File: config.mk
export PLATFORM = sky130hd
export DESIGN_NAME = kaipokrandt_control_sequencer
export DESIGN_NICKNAME = d
export VERILOG_FILES = /design/src/rtl/kaipokrandt_control_sequencer.sv
export SDC_FILE = /design/constraint.sdc
export NUM_CORES = 1
export LEC_CHECK = 0
export ABC_AREA = 1
export CAP_MARGIN = 20
export CORE_UTILIZATION = 52
export DETAILED_ROUTE_END_ITERATION = 8
export PLACE_DENSITY = 0.8
export SYNTH_ARGS = -nofsm -noshare
export SYNTH_HDL_FRONTEND = slang
export SYNTH_SLANG_ARGS = --single-unit
File: constraint.sdc
create_clock -name clk -period 2.7 [get_ports clk]
set_input_delay 0.54 -clock clk [delete_from_list [all_inputs] [get_ports clk]]
set_output_delay 0.54 -clock clk [all_outputs]
set_load 0.01 [all_outputs]
File: src/rtl/kaipokrandt_control_sequencer.sv
// Fetch/decode/execute sequencer for the 16-bit microcontroller: owns the shared-bus
// schedule and every datapath strobe, and halts on HALT or a memory timeout.
module kaipokrandt_control_sequencer #(
  parameter int unsigned MEM_TIMEOUT = 255
) (
  input  logic       clk,
  input  logic       reset,
  input  logic [3:0] opcode,
  input  logic       zero_flag,
  input  logic       mem_ack,
  output logic [2:0] bus_sel,
  output logic       mar_load,
  output logic       ir_load,
  output logic       pc_inc,
  output logic       pc_load,
  output logic       acc_load,
  output logic [2:0] alu_op,
  output logic       mem_rd,
  output logic       mem_wr,
  output logic       halted,
  output logic       illegal,
  output logic       mem_err,
  output logic [3:0] state
);

  typedef enum logic [3:0] {
    S_BOOT       = 4'd0,
    S_FETCH_ADDR = 4'd1,
    S_FETCH_MEM  = 4'd2,
    S_DECODE     = 4'd3,
    S_EXEC       = 4'd4,
    S_MEM_ADDR   = 4'd5,
    S_MEM_READ   = 4'd6,
    S_MEM_WRITE  = 4'd7,
    S_JUMP       = 4'd8,
    S_HALT       = 4'd9
  } state_t;

  localparam logic [2:0] BUS_NONE = 3'd0;
  localparam logic [2:0] BUS_PC   = 3'd1;
  localparam logic [2:0] BUS_IR   = 3'd2;
  localparam logic [2:0] BUS_ALU  = 3'd3;
  localparam logic [2:0] BUS_MEM  = 3'd4;
  localparam logic [2:0] BUS_ACC  = 3'd5;

  localparam logic [3:0] OP_NOP   = 4'h0;
  localparam logic [3:0] OP_LOAD  = 4'h1;
  localparam logic [3:0] OP_STORE = 4'h2;
  localparam logic [3:0] OP_ADD   = 4'h3;
  localparam logic [3:0] OP_SUB   = 4'h4;
  localparam logic [3:0] OP_AND   = 4'h5;
  localparam logic [3:0] OP_OR    = 4'h6;
  localparam logic [3:0] OP_NOT   = 4'h7;
  localparam logic [3:0] OP_JMP   = 4'h8;
  localparam logic [3:0] OP_JZ    = 4'h9;
  localparam logic [3:0] OP_HALT  = 4'hF;

  // The error fires on the MEM_TIMEOUT-th consecutive cycle without ack; an ack in that cycle wins.
  localparam logic [7:0] TIMEOUT_LAST = 8'(MEM_TIMEOUT - 1);

  state_t     state_q;
  logic [3:0] op_q;
  logic       boot_q;
  logic [7:0] wait_cnt;
  logic       mem_err_q;
  logic       waiting;
  logic       timeout;

  // Memory handshake: mem_rd/mem_wr are level requests held until the cycle mem_ack is
  // seen high; mem_ack is only meaningful while one of them is high and ignored otherwise.
  assign waiting = (state_q == S_FETCH_MEM) || (state_q == S_MEM_READ) ||
                   (state_q == S_MEM_WRITE);
  assign timeout = waiting && !mem_ack && (wait_cnt == TIMEOUT_LAST);

  always_ff @(posedge clk or posedge reset) begin
    if (reset) begin
      state_q   <= S_BOOT;
      op_q      <= OP_NOP;
      boot_q    <= 1'b0;
      wait_cnt  <= 8'd0;
      mem_err_q <= 1'b0;
    end else begin
      // Idle states hold the counter at zero, so each wait state is entered with a clean count.
      if (waiting && !mem_ack && !timeout) wait_cnt <= wait_cnt + 8'd1;
      else                                 wait_cnt <= 8'd0;
      if (timeout) mem_err_q <= 1'b1;

      case (state_q)
        S_BOOT: begin
          // One extra BOOT cycle after release keeps the first fetch off the release edge.
          boot_q <= 1'b1;
          if (boot_q) state_q <= S_FETCH_ADDR;
        end
        S_FETCH_ADDR: state_q <= S_FETCH_MEM;
        S_FETCH_MEM: begin
          if (mem_ack)      state_q <= S_DECODE;
          else if (timeout) state_q <= S_HALT;
        end
        S_DECODE: begin
          op_q <= opcode;
          case (opcode)
            OP_NOP:                                 state_q <= S_FETCH_ADDR;
            OP_LOAD, OP_STORE:                      state_q <= S_MEM_ADDR;
            OP_ADD, OP_SUB, OP_AND, OP_OR, OP_NOT:  state_q <= S_EXEC;
            OP_JMP:                                 state_q <= S_JUMP;
            OP_JZ:   state_q <= zero_flag ? S_JUMP : S_FETCH_ADDR;
            OP_HALT:                                state_q <= S_HALT;
            default:                                state_q <= S_FETCH_ADDR;
          endcase
        end
        S_EXEC:     state_q <= S_FETCH_ADDR;
        S_MEM_ADDR: state_q <= (op_q == OP_LOAD) ? S_MEM_READ : S_MEM_WRITE;
        S_MEM_READ, S_MEM_WRITE: begin
          if (mem_ack)      state_q <= S_FETCH_ADDR;
          else if (timeout) state_q <= S_HALT;
        end
        S_JUMP:     state_q <= S_FETCH_ADDR;
        S_HALT:     state_q <= S_HALT;
        default:    state_q <= S_BOOT;
      endcase
    end
  end

  // Strobes decode from the registered state; ir_load/pc_inc/acc_load also follow mem_ack.
  always_comb begin
    bus_sel  = BUS_NONE;
    mar_load = 1'b0;
    ir_load  = 1'b0;
    pc_inc   = 1'b0;
    pc_load  = 1'b0;
    acc_load = 1'b0;
    alu_op   = 3'd0;
    mem_rd   = 1'b0;
    mem_wr   = 1'b0;
    halted   = 1'b0;
    illegal  = 1'b0;
    case (state_q)
      S_FETCH_ADDR: begin
        bus_sel  = BUS_PC;
        mar_load = 1'b1;
      end
      S_FETCH_MEM: begin
        bus_sel = BUS_MEM;
        mem_rd  = 1'b1;
        ir_load = mem_ack;
        pc_inc  = mem_ack;
      end
      S_DECODE: illegal = (opcode >= 4'hA) && (opcode <= 4'hE);
      S_EXEC: begin
        bus_sel  = BUS_ALU;
        acc_load = 1'b1;
        alu_op   = 3'(op_q - OP_ADD);
      end
      S_MEM_ADDR: begin
        bus_sel  = BUS_IR;
        mar_load = 1'b1;
      end
      S_MEM_READ: begin
        bus_sel  = BUS_MEM;
        mem_rd   = 1'b1;
        acc_load = mem_ack;
      end
      S_MEM_WRITE: begin
        bus_sel = BUS_ACC;
        mem_wr  = 1'b1;
      end
      S_JUMP: begin
        bus_sel = BUS_IR;
        pc_load = 1'b1;
      end
      S_HALT:  halted = 1'b1;
      default: ;
    endcase
  end

  assign mem_err = mem_err_q;
  assign state   = state_q;

  a_rd_wr_excl: assert property (@(posedge clk) disable iff (reset) !(mem_rd && mem_wr));
  a_pc_excl:    assert property (@(posedge clk) disable iff (reset) !(pc_inc && pc_load));

endmodule

==> flow_summary.toml <==
[timing]
timing.final.crit_share = 0.923
final-setup-viol-count = 0
max_slew.worst_pin.slew_ns = 0.684
max-slew-margin-rel = 0.543
drv_slew = 0
final_critical_delay_including_setup_and_external_delays_ns = 2.49
setup-tns-final_ns = 0
fmax_ghz = 0.401
fin_skew_ns = 0.00846
final-hold-violation-count = 0
setup_repair_after_global_routing_missed_its_margin = "false"

[power_and_ir_drop]
p_comb_frac = 0.530
vdd.ir_drop.worst_uv = 511
leakage_nw = 0.724
intPower_w = 0.000715
clock_power_share = 0.136
power_switching_share = 0.414
p_seq_frac = 0.334
power.density_cell_area_nw_per_um2 = 817
p_sw_w = 0.000506

[clock_network]
clkLatencyLatePin_ns = 0.29
clock-sinks = 18
cts.htree.levels = 1
cts.clk_slew.worst_paths_ns = 0.11
cts-buffers-inserted = 3
root_buffer = "clkbuf_4"
clockBufferDepth = 2
tritoncts_clock_tree = "yes"

[place]
globalplace.congestion = 0.816
place.port_buffers = 27
dpl-instance-area_um2 = 1450
count_of_placed_standard_cells_including_taps = 209
dpl_wire_length_um = 1840

[grt]
grt_usage = 0.220
grt_max_degree = 19
initial_antenna_violation_count = 0
first_global_vias = 993
grt_pass1_wl_um = 4160
gr-total-overflow = 0

[yosys]
number_of_storage_elements_in_the_synthesis_netlist = 18
syn_nets = 167
netlist_instances = 155
async_reset_ff_frac = 1.00
post_synth_cell_types = 26
avgSynthCellArea_um2 = 7.36
seq_area_frac_synth = 0.395
synth.yosys.warnings = 0
main_flop_type_after_synthesis = "dfrtp_1"
post_synth_edffs = 0
syn_area_um2 = 1140

[floorplan]
area_enclosed_by_the_die_boundary_um2 = 2390
fp.dieH_um = 48.8
site_row_count = 16
io_pins = 28
start_util = 0.564
die_width_um = 48.8
floorplan.core_area_um2 = 2020

[min_path]
min-delay-path-class = "register to register"
hold_path_stages = 2
min_from = "boot_q"

[routing]
route.detailed.vias_per_inst = 5.00
first_pass_iters = 4
detail_route.wirelength_um = 2370
drt-wirelength-per-cell_um = 11.1
drc = 0
detailedRoute.firstIterationViolations = 34
routed-via-count = 1070
antenna_left = 0

[status]
outcome = "completed"

[setup_path]
critPathCaptureType = "primary output"
crit_start = "state[0]"
cp_max_fo = 7
criticalPathCategory = "register to primary output"
data_required_critical_path_ns = 2.16
worst-endpoint-arrival_ns = 1.95
reg2reg_setup_slack_ns = 1.31
r2r_cells = 7
critical_path.reg2reg.startpoint = "wait_cnt[0]"
startpoint_type = "register"

[finish]
area_growth_pct = 31.0
mostFrequentLayoutCell = "nand2_1"
layout-drive-gt1-share = 0.112
antenna_cells_inserted = 0
layout.cells.non_filler = 214
final_nets = 200
n_fill_cell = 156
final_area_um2 = 1500
mostFrequentLayoutCells = "nand2_1, nor2_1, clkdlybuf4s50_1, inv_1, dfrtp_1"

[flow_run]
drv.max_cap_violation_count = 0
==> cells in the mapped netlist (all sizes together), types with 2 or more instances <==
cell / count / area share
nor3b: 4 / 0.039
nor3: 3 / 0.018
dfrtp: 18 / 0.39
xor2: 2 / 0.015
a21oi: 4 / 0.018
nand3: 9 / 0.050
inv: 24 / 0.081
nand2: 38 / 0.13
nand4: 2 / 0.011
ha: 4 / 0.044
nor2: 37 / 0.14
o21ai: 5 / 0.022
==> per-layer routing <==
metal	part of all wire	track usage
met3	0.039	0.0249
met2	0.46	0.343
met5	0	0
met4	0.013	0.0784
met1	0.49	0.316
==> critical path, cell delays in order (launching register included) <==
cell and delay [ns]:
dfrtp_1 0.47, nor2_1 0.20, inv_1 0.07, nor3_1 0.26, nor2_1 0.08, nand2_1 0.06
clkdlybuf4s50_1 0.52
==> per-stage QoR <==
stage          power [W]   util  hold WS, ns  setup slack, ns
2_1_floorplan   0.000781      -        0.434            0.883
3_3_place_gp     0.00103  0.715        0.447            0.194
3_5_place_dp     0.00105  0.715        0.456            0.155
4_1_cts          0.00122  0.734        0.480           0.0399
5_1_grt          0.00132  0.739        0.500           0.0842
6_report         0.00122  0.739        0.481            0.208
==> cells by family (layout without fill, tap and decap cells) <==
| kind of cell | Yosys count | in the layout | share of synthesized area |
|---|---|---|---|
| fa+ha+maj | 4 | 4 | 0.0439 |
| xor+xnor | 3 | 3 | 0.0230 |
| simple gates | 93 | 93 | 0.391 |
| compound gates | 12 | 12 | 0.0592 |
| buf+inv | 25 | 57 | 0.0877 |
| flops | 18 | 18 | 0.395 |
==> state kept, by name, indices dropped and copies added, names as in the netlist <==
register  count
wait_cnt      8
op_q          4
state         4
boot_q        1
mem_err       1
==> worst paths after layout <==
| path | end |
|---|---|
| worst max-delay path | bus_sel[1] |
| worst min-delay path | boot_q |
| worst max register to register | state[1] |
| worst min register to register | boot_q |
| max in group asynchronous | state[3] |
| min in group asynchronous | wait_cnt[0] |
==> power by group through the flow <==
| stage | Clock [W] | Sequential, W | Combinational [W] |
|---|---|---|---|
| after CTS | 0.000170 | 0.000407 | 0.000641 |
| after floorplan | 0 | 0.000407 | 0.000374 |
| after global placement | 0 | 0.000406 | 0.000625 |
| after global routing | 0.000180 | 0.000420 | 0.000719 |
| after detailed placement | 0 | 0.000410 | 0.000639 |
| final | 0.000166 | 0.000408 | 0.000647 |
==> layout make-up <==
cell class / count / area (um^2) / area share
clock buffer: 4 / 36.3 / 0.0243
inverter: 24 / 92.6 / 0.0619
multi-input combinational: 112 / 593 / 0.397
sequential: 18 / 452 / 0.302
tap: 27 / 33.8 / 0.0226
timing repair buffer: 29 / 288 / 0.192
==> what timing repair did <==
action	in CTS	in global routing
endpoints found under the hold margin	0	0
pin swaps	0	1
hold buffers	0	0
endpoints found under the setup margin	1	1
resized for setup	1	2
buffers inserted	0	1
(Power assumes the default switching activity.)
